## config.mk

```make
export PLATFORM = sky130hd
export DESIGN_NAME = huffman_stream_decoder
export DESIGN_NICKNAME = d
export VERILOG_FILES = /design/src/rtl/huffman_stream_decoder.sv
export SDC_FILE = /design/constraint.sdc
export NUM_CORES = 1
export LEC_CHECK = 0
export CAP_MARGIN = 20
export CELL_PAD_IN_SITES_DETAIL_PLACEMENT = 2
export CELL_PAD_IN_SITES_GLOBAL_PLACEMENT = 2
export CORE_UTILIZATION = 33
export CTS_BUF_LIST = sky130_fd_sc_hd__clkbuf_4 sky130_fd_sc_hd__clkbuf_8 sky130_fd_sc_hd__clkbuf_16
export CTS_CLUSTER_SIZE = 14
export DETAILED_ROUTE_END_ITERATION = 8
export PLACE_DENSITY = 0.77
export SYNTH_ARGS = -nofsm -noshare
export SYNTH_HDL_FRONTEND = slang
export SYNTH_SLANG_ARGS = --single-unit
```

## constraint.sdc

```tcl
create_clock -name CLK -period 3 [get_ports CLK]
set_input_delay 0.6 -clock CLK [delete_from_list [all_inputs] [get_ports CLK]]
set_output_delay 0.6 -clock CLK [all_outputs]
set_load 0.05 [all_outputs]
```

## src/rtl/huffman_stream_decoder.sv

```systemverilog
// rtl/huffman_stream_decoder.sv - serial MSB-first Huffman codeword decoder for leaves A..D
module huffman_stream_decoder #(
  parameter int MAXLEN = 4
) (
  input  logic              CLK,
  input  logic              nRST,
  input  logic              table_load,
  input  logic [MAXLEN-1:0] code_A,
  input  logic [MAXLEN-1:0] code_B,
  input  logic [MAXLEN-1:0] code_C,
  input  logic [MAXLEN-1:0] code_D,
  input  logic [2:0]        len_A,
  input  logic [2:0]        len_B,
  input  logic [2:0]        len_C,
  input  logic [2:0]        len_D,
  input  logic              bit_in,
  input  logic              bit_valid,
  output logic              bit_ready,
  output logic [3:0]        sym_id,
  output logic              sym_valid,
  input  logic              sym_ready,
  output logic              err,
  output logic [11:0]       sym_count
);

  typedef enum logic {NOTABLE = 1'b0, COLLECT = 1'b1} state_t;

  state_t            state, state_next;
  logic [MAXLEN-1:0] sr, sr_next;
  logic [2:0]        cnt, cnt_next;
  logic [MAXLEN-1:0] code_a_r, code_b_r, code_c_r, code_d_r;
  logic [2:0]        len_a_r, len_b_r, len_c_r, len_d_r;
  logic [3:0]        hit;
  logic              any_hit;
  logic [3:0]        match_id;
  logic              accept;

  // Low len bits set; a length above MAXLEN can never equal cnt_next, so it never matches.
  function automatic logic [MAXLEN-1:0] len_mask(input logic [2:0] l);
    logic [MAXLEN-1:0] m;
    m = '0;
    for (int i = 0; i < MAXLEN; i++) m[i] = (i < int'(l));
    return m;
  endfunction

  // A leaf matches only on the exact bit count equal to its length (len 0 never, since cnt_next >= 1).
  function automatic logic leaf_hit(input logic [2:0] l, input logic [MAXLEN-1:0] c,
                                    input logic [MAXLEN-1:0] s, input logic [2:0] n);
    return (l == n) && (((s ^ c) & len_mask(l)) == '0);
  endfunction

  // State register
  always_ff @(posedge CLK or negedge nRST) begin
    if (!nRST) state <= NOTABLE;
    else       state <= state_next;
  end

  // Next state: the first table load arms the decoder; it then stays in COLLECT
  always_comb begin
    state_next = state;
    if (table_load) state_next = COLLECT;
  end

  // Output decode: accept bits only with a loaded table and a free output slot, never during a load
  always_comb begin
    bit_ready = 1'b0;
    if (state == COLLECT && !table_load) bit_ready = !sym_valid || sym_ready;
  end

  // Candidate shift state and per-leaf match with A > B > C > D priority
  always_comb begin
    accept   = bit_valid && bit_ready;
    sr_next  = {sr[MAXLEN-2:0], bit_in};
    cnt_next = cnt + 3'd1;
    hit[0]   = leaf_hit(len_a_r, code_a_r, sr_next, cnt_next);
    hit[1]   = leaf_hit(len_b_r, code_b_r, sr_next, cnt_next);
    hit[2]   = leaf_hit(len_c_r, code_c_r, sr_next, cnt_next);
    hit[3]   = leaf_hit(len_d_r, code_d_r, sr_next, cnt_next);
    any_hit  = |hit;
    match_id = 4'b1101;
    if (hit[0])      match_id = 4'b1010;
    else if (hit[1]) match_id = 4'b1011;
    else if (hit[2]) match_id = 4'b1100;
  end

  // Table latch, bit accumulation, symbol emission, error pulse and hand-off counter
  always_ff @(posedge CLK or negedge nRST) begin
    if (!nRST) begin
      sr        <= '0;
      cnt       <= '0;
      sym_id    <= '0;
      sym_valid <= 1'b0;
      err       <= 1'b0;
      sym_count <= '0;
      code_a_r  <= '0;
      code_b_r  <= '0;
      code_c_r  <= '0;
      code_d_r  <= '0;
      len_a_r   <= '0;
      len_b_r   <= '0;
      len_c_r   <= '0;
      len_d_r   <= '0;
    end else begin
      err <= 1'b0;
      if (table_load) begin
        // A reload drops any partial codeword and any unclaimed symbol.
        code_a_r  <= code_A;
        code_b_r  <= code_B;
        code_c_r  <= code_C;
        code_d_r  <= code_D;
        len_a_r   <= len_A;
        len_b_r   <= len_B;
        len_c_r   <= len_C;
        len_d_r   <= len_D;
        sr        <= '0;
        cnt       <= '0;
        sym_valid <= 1'b0;
      end else begin
        if (sym_valid && sym_ready) begin
          sym_count <= sym_count + 12'd1;
          sym_valid <= 1'b0;
        end
        if (accept) begin
          if (any_hit) begin
            sym_id    <= match_id;
            sym_valid <= 1'b1;
            sr        <= '0;
            cnt       <= '0;
          end else if (cnt_next == 3'(MAXLEN)) begin
            err <= 1'b1;
            sr  <= '0;
            cnt <= '0;
          end else begin
            sr  <= sr_next;
            cnt <= cnt_next;
          end
        end
      end
    end
  end

endmodule

```

; ---- Word level (Yosys, flattened, before mapping)
; Index checks and enable logic that the tools add are counted.
[op_classes]
n_addsub = 2
order_cmp = 16
eq_ne = 5
muxes = 20
bitwise = 9
reduce_logical = 18
[op_table]
columns = operator, count
row1 = two-way mux 3 bit, 10
row2 = < comparator 1 x 3 -> 1 bit (first input constant), 8
row3 = < comparator 2 x 3 -> 1 bit (first input constant), 8
row4 = AND 4 bit, 4
row5 = logical NOT 4 bit, 4
row6 = bitwise XOR 4 bit, 4
row7 = adder 12 x 1 -> 12 bit (second input constant), 1
row8 = equality test 3 bit, 4
row9 = two-way mux 1 bit, 10
row10 = logical AND 1 bit, 7
row11 = OR reduction 4 bit, 1
row12 = adder 3 x 1 -> 3 bit (second input constant), 1
row13 = equality test 3 bit (second input constant), 1
row14 = AND reduction 3 bit, 1
row15 = logical NOT 1 bit, 2
row16 = AND reduction 2 bit, 1
row17 = nonzero test 2 bit, 1
row18 = logical OR 1 bit, 1
row19 = inverter 1 bit, 1
[word_totals]
regBits = 53
in_bits = 34
word_cells = 85

; ---- Depth between registers and ports, before layout
; Gate-level depths: netlist of run 1.
[depth]
depth_word = 8
ltp_mapped = 8

; ---- Least setup slack after synthesis of run 1
; No wires, ideal clock.
[synth_timing]
kind = flip-flop to flip-flop
from = register sym_valid
to = register cnt[2]
arrival_ns = 2.924
required_time_ns = 2.922
path_slack_ns = -0.002
stages_incl_launch_ff = 7
path_buffers = 0
period_less_slack_ns = 3.002
cell_sequence = dfrtp_1 nor2b_1 nor3b_1 nand2_1 nor4b_1 o21ai_1 a21oi_1
[synth_via]
elab_chain_len = 5
[synth_lines]
columns = item, line
row1 = start: declaration, 20  ; output logic sym_valid,
row2 = start signal: assignment, 92  ; sym_valid <= 1'b0;
row3 = start signal: assignment, 117  ; sym_valid <= 1'b0;
row4 = start signal: assignment, 121  ; sym_valid <= 1'b0;
row5 = logical NOT 1 bit, 67  ; if (state == COLLECT && !table_load) bit_ready = !sym_valid || sym_ready;
row6 = logical OR 1 bit, 67
row7 = two-way mux 1 bit, 67
row8 = via bit_ready, 18  ; output logic bit_ready,
row9 = logical AND 1 bit, 72  ; accept = bit_valid && bit_ready;
row10 = nonzero test 2 bit (no line), -
row11 = end signal: assignment, 135  ; cnt <= cnt_next;
row12 = end: declaration, 30  ; logic [2:0] cnt, cnt_next;
; The timed path passes the listed nets, and every way through them passes these cells.
; A chain may end at the register's enable or synchronous reset.

; ---- Final worst setup path of run 1
[layout_timing]
from = register cnt[1]
to = register sr[2]
[layout_via]
elab_chain_len = 7
word_cells_on_any_way = 15
[layout_lines]
columns = item, line
row1 = adder 3 x 1 -> 3 bit (*), 74  ; cnt_next = cnt + 3'd1;
row2 = equality test 3 bit, 49  ; return (l == n) && (((s ^ c) & len_mask(l)) == '0);
row3 = logical AND 1 bit, 49
row4 = OR reduction 4 bit, 79  ; any_hit = |hit;
row5 = two-way mux 3 bit (*), 124  ; if (any_hit) begin
row6 = two-way mux 3 bit (*), 123  ; if (accept) begin
row7 = two-way mux 3 bit (*), 105  ; if (table_load) begin
row8 = end signal: assignment, 134  ; sr <= sr_next;
row9 = end: declaration, 29  ; logic [MAXLEN-1:0] sr, sr_next;
; Mark *: on every way between the ends. The rest lies on a longest branch, timed or not. The select of a mux whose other input is x is not followed.

==> results by group, run 1 <==
Synth
  – Cell variety after synth: 41
  – Net Count, Synth: between 200 and 300
  – Area of the mapped netlist: between 0.002 and 0.003 mm²
  – Area leader, netlist: dfrtp_1
  – Synth area leaders: dfrtp_1 51%, mux2_2 11%, xnor2_1 7.4%, xor2_1 4.7%, nand2_1 2.3%
  – Share of the synthesized area in the top cell type: about half
  – Ys Warns: 0
  – Average size of a mapped cell: between 10 and 15 µm²
  – Post-synth EDFFs: 0
  – Count of state elements after synthesis: 53
  – Fraction of registers with async set or reset after synthesis: 100.0%
  – Dominant synthesized flop cell: dfrtp_1
  – Post-synthesis sequential area ratio: about half
  – Post-Syn Instances: about 230

Global routing
  – Number of global-route vias before repair: approximately 2200
  – Initial antenna violation count: 0
  – Overflow after GRT: 0
  – GRT Total Usage: ~18%
  – First-pass GRT wire length: ~11 mm
  – Pin count of the biggest net entering global routing: 24

Timing
  – Worst-Margin Slew: around 0.65 ns
  – RSZ-0062 raised after global routing: false
  – Slew headroom: a little under three fifths
  – Final setup fails: 0
  – Slew Viols, Final: 0
  – Setup_tns: 0 ns
  – Setup Skew: about 0.0077 ns
  – Fin crit period: between 2 and 3 ns
  – Hold Fails Final Rpt: 0
  – Fin crit share: a little over four fifths
  – WHS: 0.1407 ns
  – Achievable Freq: between 0.3 and 0.4 GHz

CTS
  – Num CTS Buffers: 5
  – Clock sink count: 53
  – Clk root buf: clkbuf_8
  – Clock latency on the worst-skew pair: approximately 0.31 ns
  – Worst-path clk slew: roughly 0.10 ns
  – Clock Path Buffers: 2
  – CTS tree: built
  – Post_cts resized: 0
  – Setup Fix Bufs, Post-CTS: 0
  – H-tree depth: 2
  – Hold-fix buffers at CTS: 0

Floorplanning
  – Die W: roughly 91 µm
  – Row count: 32
  – Core ar.: 0.007687 mm²
  – Starting Density: 34.03%
  – I/O pin count: 53
  – Die Y: about 90 µm
  – Die area: between 0.008 and 0.009 mm²

Worst setup path
  – WP buf/inv: 0
  – Maximum fanout along the worst path: 9
  – Crit Path Class: reg -> reg
  – Crit path max-delay family: simple AND/OR/NAND/NOR gates
  – Arrival time worst endpoint: 2.72 ns
  – Worst Setup End Kind: flop
  – Worst Path Required: around 3.2 ns
  – Slowest cell delay on critical path: about 0.54 ns
  – Critical-path top delay cell: or4b_4
  – Worst path cell trace: ha_1, xor2_2, or4b_4, a221oi_4, nor4_2, nand2_1, o32ai_1
  – Startpoint types: flop

Job
  – Max Cap Viol: 0

Place
  – Post-DP HPWL: just over 5 mm
  – Gp weighted congestion: roughly 0.74
  – IO buf count: 52

Detailed routing
  – Vias per cell: around 5
  – First DRT Iteration DRCs: 60
  – Post-Route WL: roughly 6.7 mm
  – DRC: 0
  – WL per Instance: 17.40 µm
  – Drt pass-1 iters: 4
  – Via count: ~1900
  – Routed Antenna Nets: 0

Pwr
  – Peak supply drop: between 0.0002 and 0.0003 V
  – Leakage: 1.391 nW
  – Power Density: about 610 mW/mm²

Finish
  – Fraction of layout cells with a size suffix above 1: 17.73%
  – Nets@finish: 318
  – Most used cells in the layout excluding fill and tap cells: 53 x dfrtp_1, 50 x clkdlybuf4s50_1, 26 x mux2_2
  – Diode count: 0
  – Commonest non-fill, non-tap cell in the layout: dfrtp_1
  – Synthesis-to-finish area growth: 28.46%

Outcome
  – Status: finished, final reports clean

Min path
  – Worst hold path type: in -> async
stage by stage:
stage / power (W) / worst slack, ns / utilization (%) / area (µm²) / cells
finish: 0.002041 / 0.4762 / 43.72 / 3361 / 384
global route: 0.002161 / 0.2663 / 43.72 / 3361 / 384
CTS: 0.002077 / 0.4366 / 43.72 / 3361 / 384
detailed placement: 0.001648 / 0.2237 / 42.53 / 3269 / 376
global placement: 0.001607 / 0.2769 / 42.53 / 3269 / 376
floorplan: 0.001369 / 0.5813 / - / 2621 / 228
Yosys cell counts, drive strengths merged, types with 3 or more instances:
library cell and n:
clkbuf 8, inv 7, ha 3, buf 3
xor2 15, a211o 3, or2 4, xnor2 22
o21ai 7, o211ai 3, nand3 7, nor2 11
nand2 16, mux2 26, a21oi 8, dfrtp 53
area by class of cell:
| cell class | instances | area [µm²] |
|---|---|---|
| multi-input cells | 157 | 1226 |
| inverters | 7 | 26.28 |
| repair buffers | 57 | 563.0 |
| well taps | 102 | 127.6 |
| fillers | 830 | 4327 |
| flip-flops and latches | 53 | 1326 |
| clock inverters | 3 | 22.52 |
| clock buffers | 5 | 68.82 |
flip-flops by register name, indices dropped and copies added (netlist names):
register   flops
sym_count     12
err            1
len_a_r        3
len_c_r        3
sr             3
len_b_r        3
cnt            3
sym_id         4
code_c_r       4
len_d_r        3
code_a_r       4
state          1
code_b_r       4
code_d_r       4
sym_valid      1
path summary, 6_finish.rpt:
kind,cells after the start,slack (ns),endpoint,from
worst max register to register,7,0.48,sr[2],cnt[1]
worst min register to register,1,0.50,sym_count[11],sym_count[11]
min in group CLK,1,0.50,sym_count[11],sym_count[11]
max in group asynchronous,2,2.24,len_a_r[0],nRST
worst max-delay path,7,0.48,sr[2],cnt[1]
worst min-delay path,1,0.14,sym_count[0],nRST
report_power, final:
part	switching [W]	internal, W	total, W
logic	0.000415	0.000308	0.000723
clock network	0.000251	0.000166	0.000418
registers	0.0000941	0.000806	0.000900
total	0.000761	0.00128	0.00204
layer usage:
metal	GRT usage, %	part of all wire, %	up-vias
met5	0	0	-
met4	6.217	1.2	0
met3	3.099	3.0	5
met2	31.25	52	42
met1	21.50	43	978
li1	-	-	888
cells by family (layout without fill, tap and decap cells):
group | count (synthesis) | after routing | share of synthesized area [%]
and+or+nand+nor | 60 | 60 | 12.72
xor gates and xnor gates | 37 | 37 | 12.67
adders and majority gates | 3 | 3 | 1.435
DFF | 53 | 53 | 50.69
buffers and inverters | 18 | 72 | 2.630
AOI/OAI and AO/OA | 31 | 31 | 8.656
muxes | 26 | 26 | 11.19
(Power assumes the default switching activity.)
==> run 2: changes to the inputs <==
==> constraint.sdc (replaced) <==
create_clock -name CLK -period 2.4 [get_ports CLK]
set_input_delay 0.48 -clock CLK [delete_from_list [all_inputs] [get_ports CLK]]
set_output_delay 0.48 -clock CLK [all_outputs]
set_load 0.05 [all_outputs]
==> run 2 against run 1 <==
Compared with the run above: count of clock-buffer cells in the layout grew 2; critical path depth grew 1; global-route usage grew 0.46 points; critical endpoint is now sr[1]; sequential cell count unchanged; critical path type unchanged; clock skew rose by 0.0036 ns; largest power group unchanged; die area did not move; clock power is 55% higher; hold slack gained 0.037 ns; first-iteration DRC count fell by 45%; sequential share of layout area fell by 1.5 points.
==> results by group, run 2 (synthesized netlist as in run 1, its figures left out) <==
Timing
  – Worst-Margin Slew: 0.6278 ns (-0.02142 ns)
  – Slew headroom: 58.15% (+1.8 points)
  – Setup_tns: 0 ns (unchanged)
  – Fin crit period: 2.302 ns (-0.2222 ns)
  – Worst setup margin: 0.09836 ns (-0.3778 ns)
  – Slew Viols, Final: 0 (unchanged)
  – Setup Skew: 0.01131 ns (+0.003601 ns)
  – RSZ-0062 raised after global routing: false
  – Fin crit share: 95.90% (+12 points)
  – Final setup fails: 0 (unchanged)
  – Achievable Freq: 0.4345 GHz (+9.7%)
  – Hold Fails Final Rpt: 0 (unchanged)

Place
  – Worst slack, placed: 0.001891 ns (-0.2218 ns)
  – Post-DP HPWL: 5.210 mm (+0.54%)
  – Gp weighted congestion: 0.7879 (+6.4%)
  – Dpl cells: 385 (+2.4%)
  – IO buf count: 52 (unchanged)

Floorplanning
  – Die area: 0.008288 mm² (unchanged)
  – I/O pin count: 53 (unchanged)
  – Die W: 91.04 µm (unchanged)
  – Starting Density: 34.03% (unchanged)
  – Row count: 32 (unchanged)
  – Core ar.: 0.007687 mm² (unchanged)
  – Die Y: 91.04 µm (unchanged)

Worst setup path
  – Worst Setup End Kind: flop
  – Crit Path Class: reg -> reg
  – Worst Setup SP: cnt[0]
  – R2r startpoint: cnt[0]
  – Arrival time worst endpoint: 2.50 ns (-0.22 ns)
  – Worst Path Required: 2.60 ns (-0.59 ns)
  – Startpoint types: flop
  – Maximum fanout along the worst path: 6 (-3)

Finish
  – Diode count: 0 (unchanged)
  – Largest Register: sym_count
  – Layout Cells excl Fill: 393 (+2.3%)
  – Synthesis-to-finish area growth: 33.52%
  – Commonest non-fill, non-tap cell in the layout: dfrtp_1
  – Nets@finish: 327 (+2.8%)
  – Most used cells in the layout excluding fill and tap cells: 53 x dfrtp_1, 50 x clkdlybuf4s50_1, 26 x mux2_2
  – Fraction of layout cells with a size suffix above 1: 20.96% (+3.2 points)
  – Largest register FFs: 12 (unchanged)

Detailed routing
  – Post-Route WL: 7.002 mm (+4.8%)
  – First DRT Iteration DRCs: 33 (-45%)
  – Via count: 1983 (+3.7%)
  – WL per Instance: 17.82 µm (+2.4%)
  – Routed Antenna Nets: 0 (unchanged)
  – Vias per cell: 5.046 (+1.3%)
  – Drt pass-1 iters: 4 (unchanged)
  – DRC: 0 (unchanged)

Pwr
  – Combinational fraction of design power: 35.5% (about the same)
  – Clock power share: 23.6% (+3.1 points)
  – Leakage: 1.464 nW (+5.2%)
  – Power Density: 786.5 mW/mm² (+30%)
  – Peak supply drop: 0.0003103 V (+22%)
  – Switching power: 0.0009500 W (+25%)
  – Net Sw Frac: 34.58% (-2.7 points)
  – Internal power: 0.001798 W (+40%)
  – Seq pwr share: 40.9% (-3.2 points)

CTS
  – Clk root buf: clkbuf_8
  – Clock sink count: 53 (unchanged)
  – Hold-fix buffers at CTS: 0 (unchanged)
  – Clock Path Buffers: 2 (unchanged)
  – Num CTS Buffers: 5 (unchanged)
  – H-tree depth: 2 (unchanged)
  – Worst-path clk slew: 0.10 ns (about the same)
  – CTS tree: built
  – Setup Fix Bufs, Post-CTS: 0 (unchanged)
  – Clock latency on the worst-skew pair: 0.31 ns (about the same)

Outcome
  – Status: finished, final reports clean

Global routing
  – GRT Total Usage: 18.11% (+0.46 points)
  – Number of global-route vias before repair: 2158 (-0.51%)
  – Overflow after GRT: 0 (unchanged)
  – Pin count of the biggest net entering global routing: 29 (+21%)
  – First-pass GRT wire length: 11.59 mm (+2.3%)
  – Initial antenna violation count: 0 (unchanged)

Min path
  – Worst hold path type: in -> async

Job
  – Max Cap Viol: 0 (unchanged)
==> run 2: final cells by class <==
| type | count | area, µm² |
|---|---|---|
| timing repair buffer | 66 | 643.1 |
| multi-input combinational | 157 | 1250 |
| sequential | 53 | 1326 |
| inverter | 7 | 26.28 |
| clock inverter | 1 | 30.03 |
| clock buffer | 7 | 90.09 |
| tap | 102 | 127.6 |
| fill | 842 | 4194 |
==> run 2: path summary, 6_finish.rpt <==
path | depth (start not counted) | slack [ns] | to
min in group CLK | 1 | 0.49 | sym_id[1]
min reg2reg | 1 | 0.49 | sym_id[1]
max reg2reg | 8 | 0.1 | sr[1]
min | 1 | 0.18 | cnt[0]
max | 8 | 0.1 | sr[1]
max in group asynchronous | 2 | 1.65 | len_d_r[2]
==> run 2: metal layers <==
| metal | global-route usage (%) | wire (µm) | vias to the layer above |
|---|---|---|---|
| li1 | - | - | 907 |
| met2 | 31.31 | 3607 | 62 |
| met1 | 22.47 | 2987 | 1002 |
| met4 | 6.217 | 142 | 0 |
| met5 | 0 | 0 | - |
| met3 | 3.601 | 264 | 12 |
==> run 2: per-stage QoR <==
stage	hold WS (ns)	util, %	total power (W)	area (µm²)
after floorplan	0.1844	-	0.001713	2628
after global placement	0.4559	43.65	0.002059	3356
after detailed placement	0.4745	43.65	0.002102	3356
after CTS	0.1881	45.21	0.002769	3476
after global routing	0.2203	45.44	0.002884	3493
final	0.1780	45.44	0.002747	3493
==> run 2: power by group through the flow <==
| stage | clock, W | sequential, W | combinational, W |
|---|---|---|---|
| floorplan | 0 | 0.00128 | 0.000437 |
| global placement | 0 | 0.00113 | 0.000930 |
| detailed placement | 0 | 0.00114 | 0.000960 |
| CTS | 0.000671 | 0.00113 | 0.000972 |
| global route | 0.000692 | 0.00114 | 0.00105 |
| finish | 0.000649 | 0.00112 | 0.000975 |
==> run 2: repair_timing <==
action,in CTS,in global routing
resized for setup,0,3
endpoints found under the setup margin,3,12
pin swaps,1,1
==> run 2: worst max-delay path, stage by stage (launching register included) <==
cell and delay [ns]:
dfrtp_1 0.40, ha_2 0.22, xor2_2 0.26, or4b_4 0.52, a221oi_4 0.33, nor4_2 0.08, buf_4 0.17, nand2_1 0.12
o32ai_1 0.11
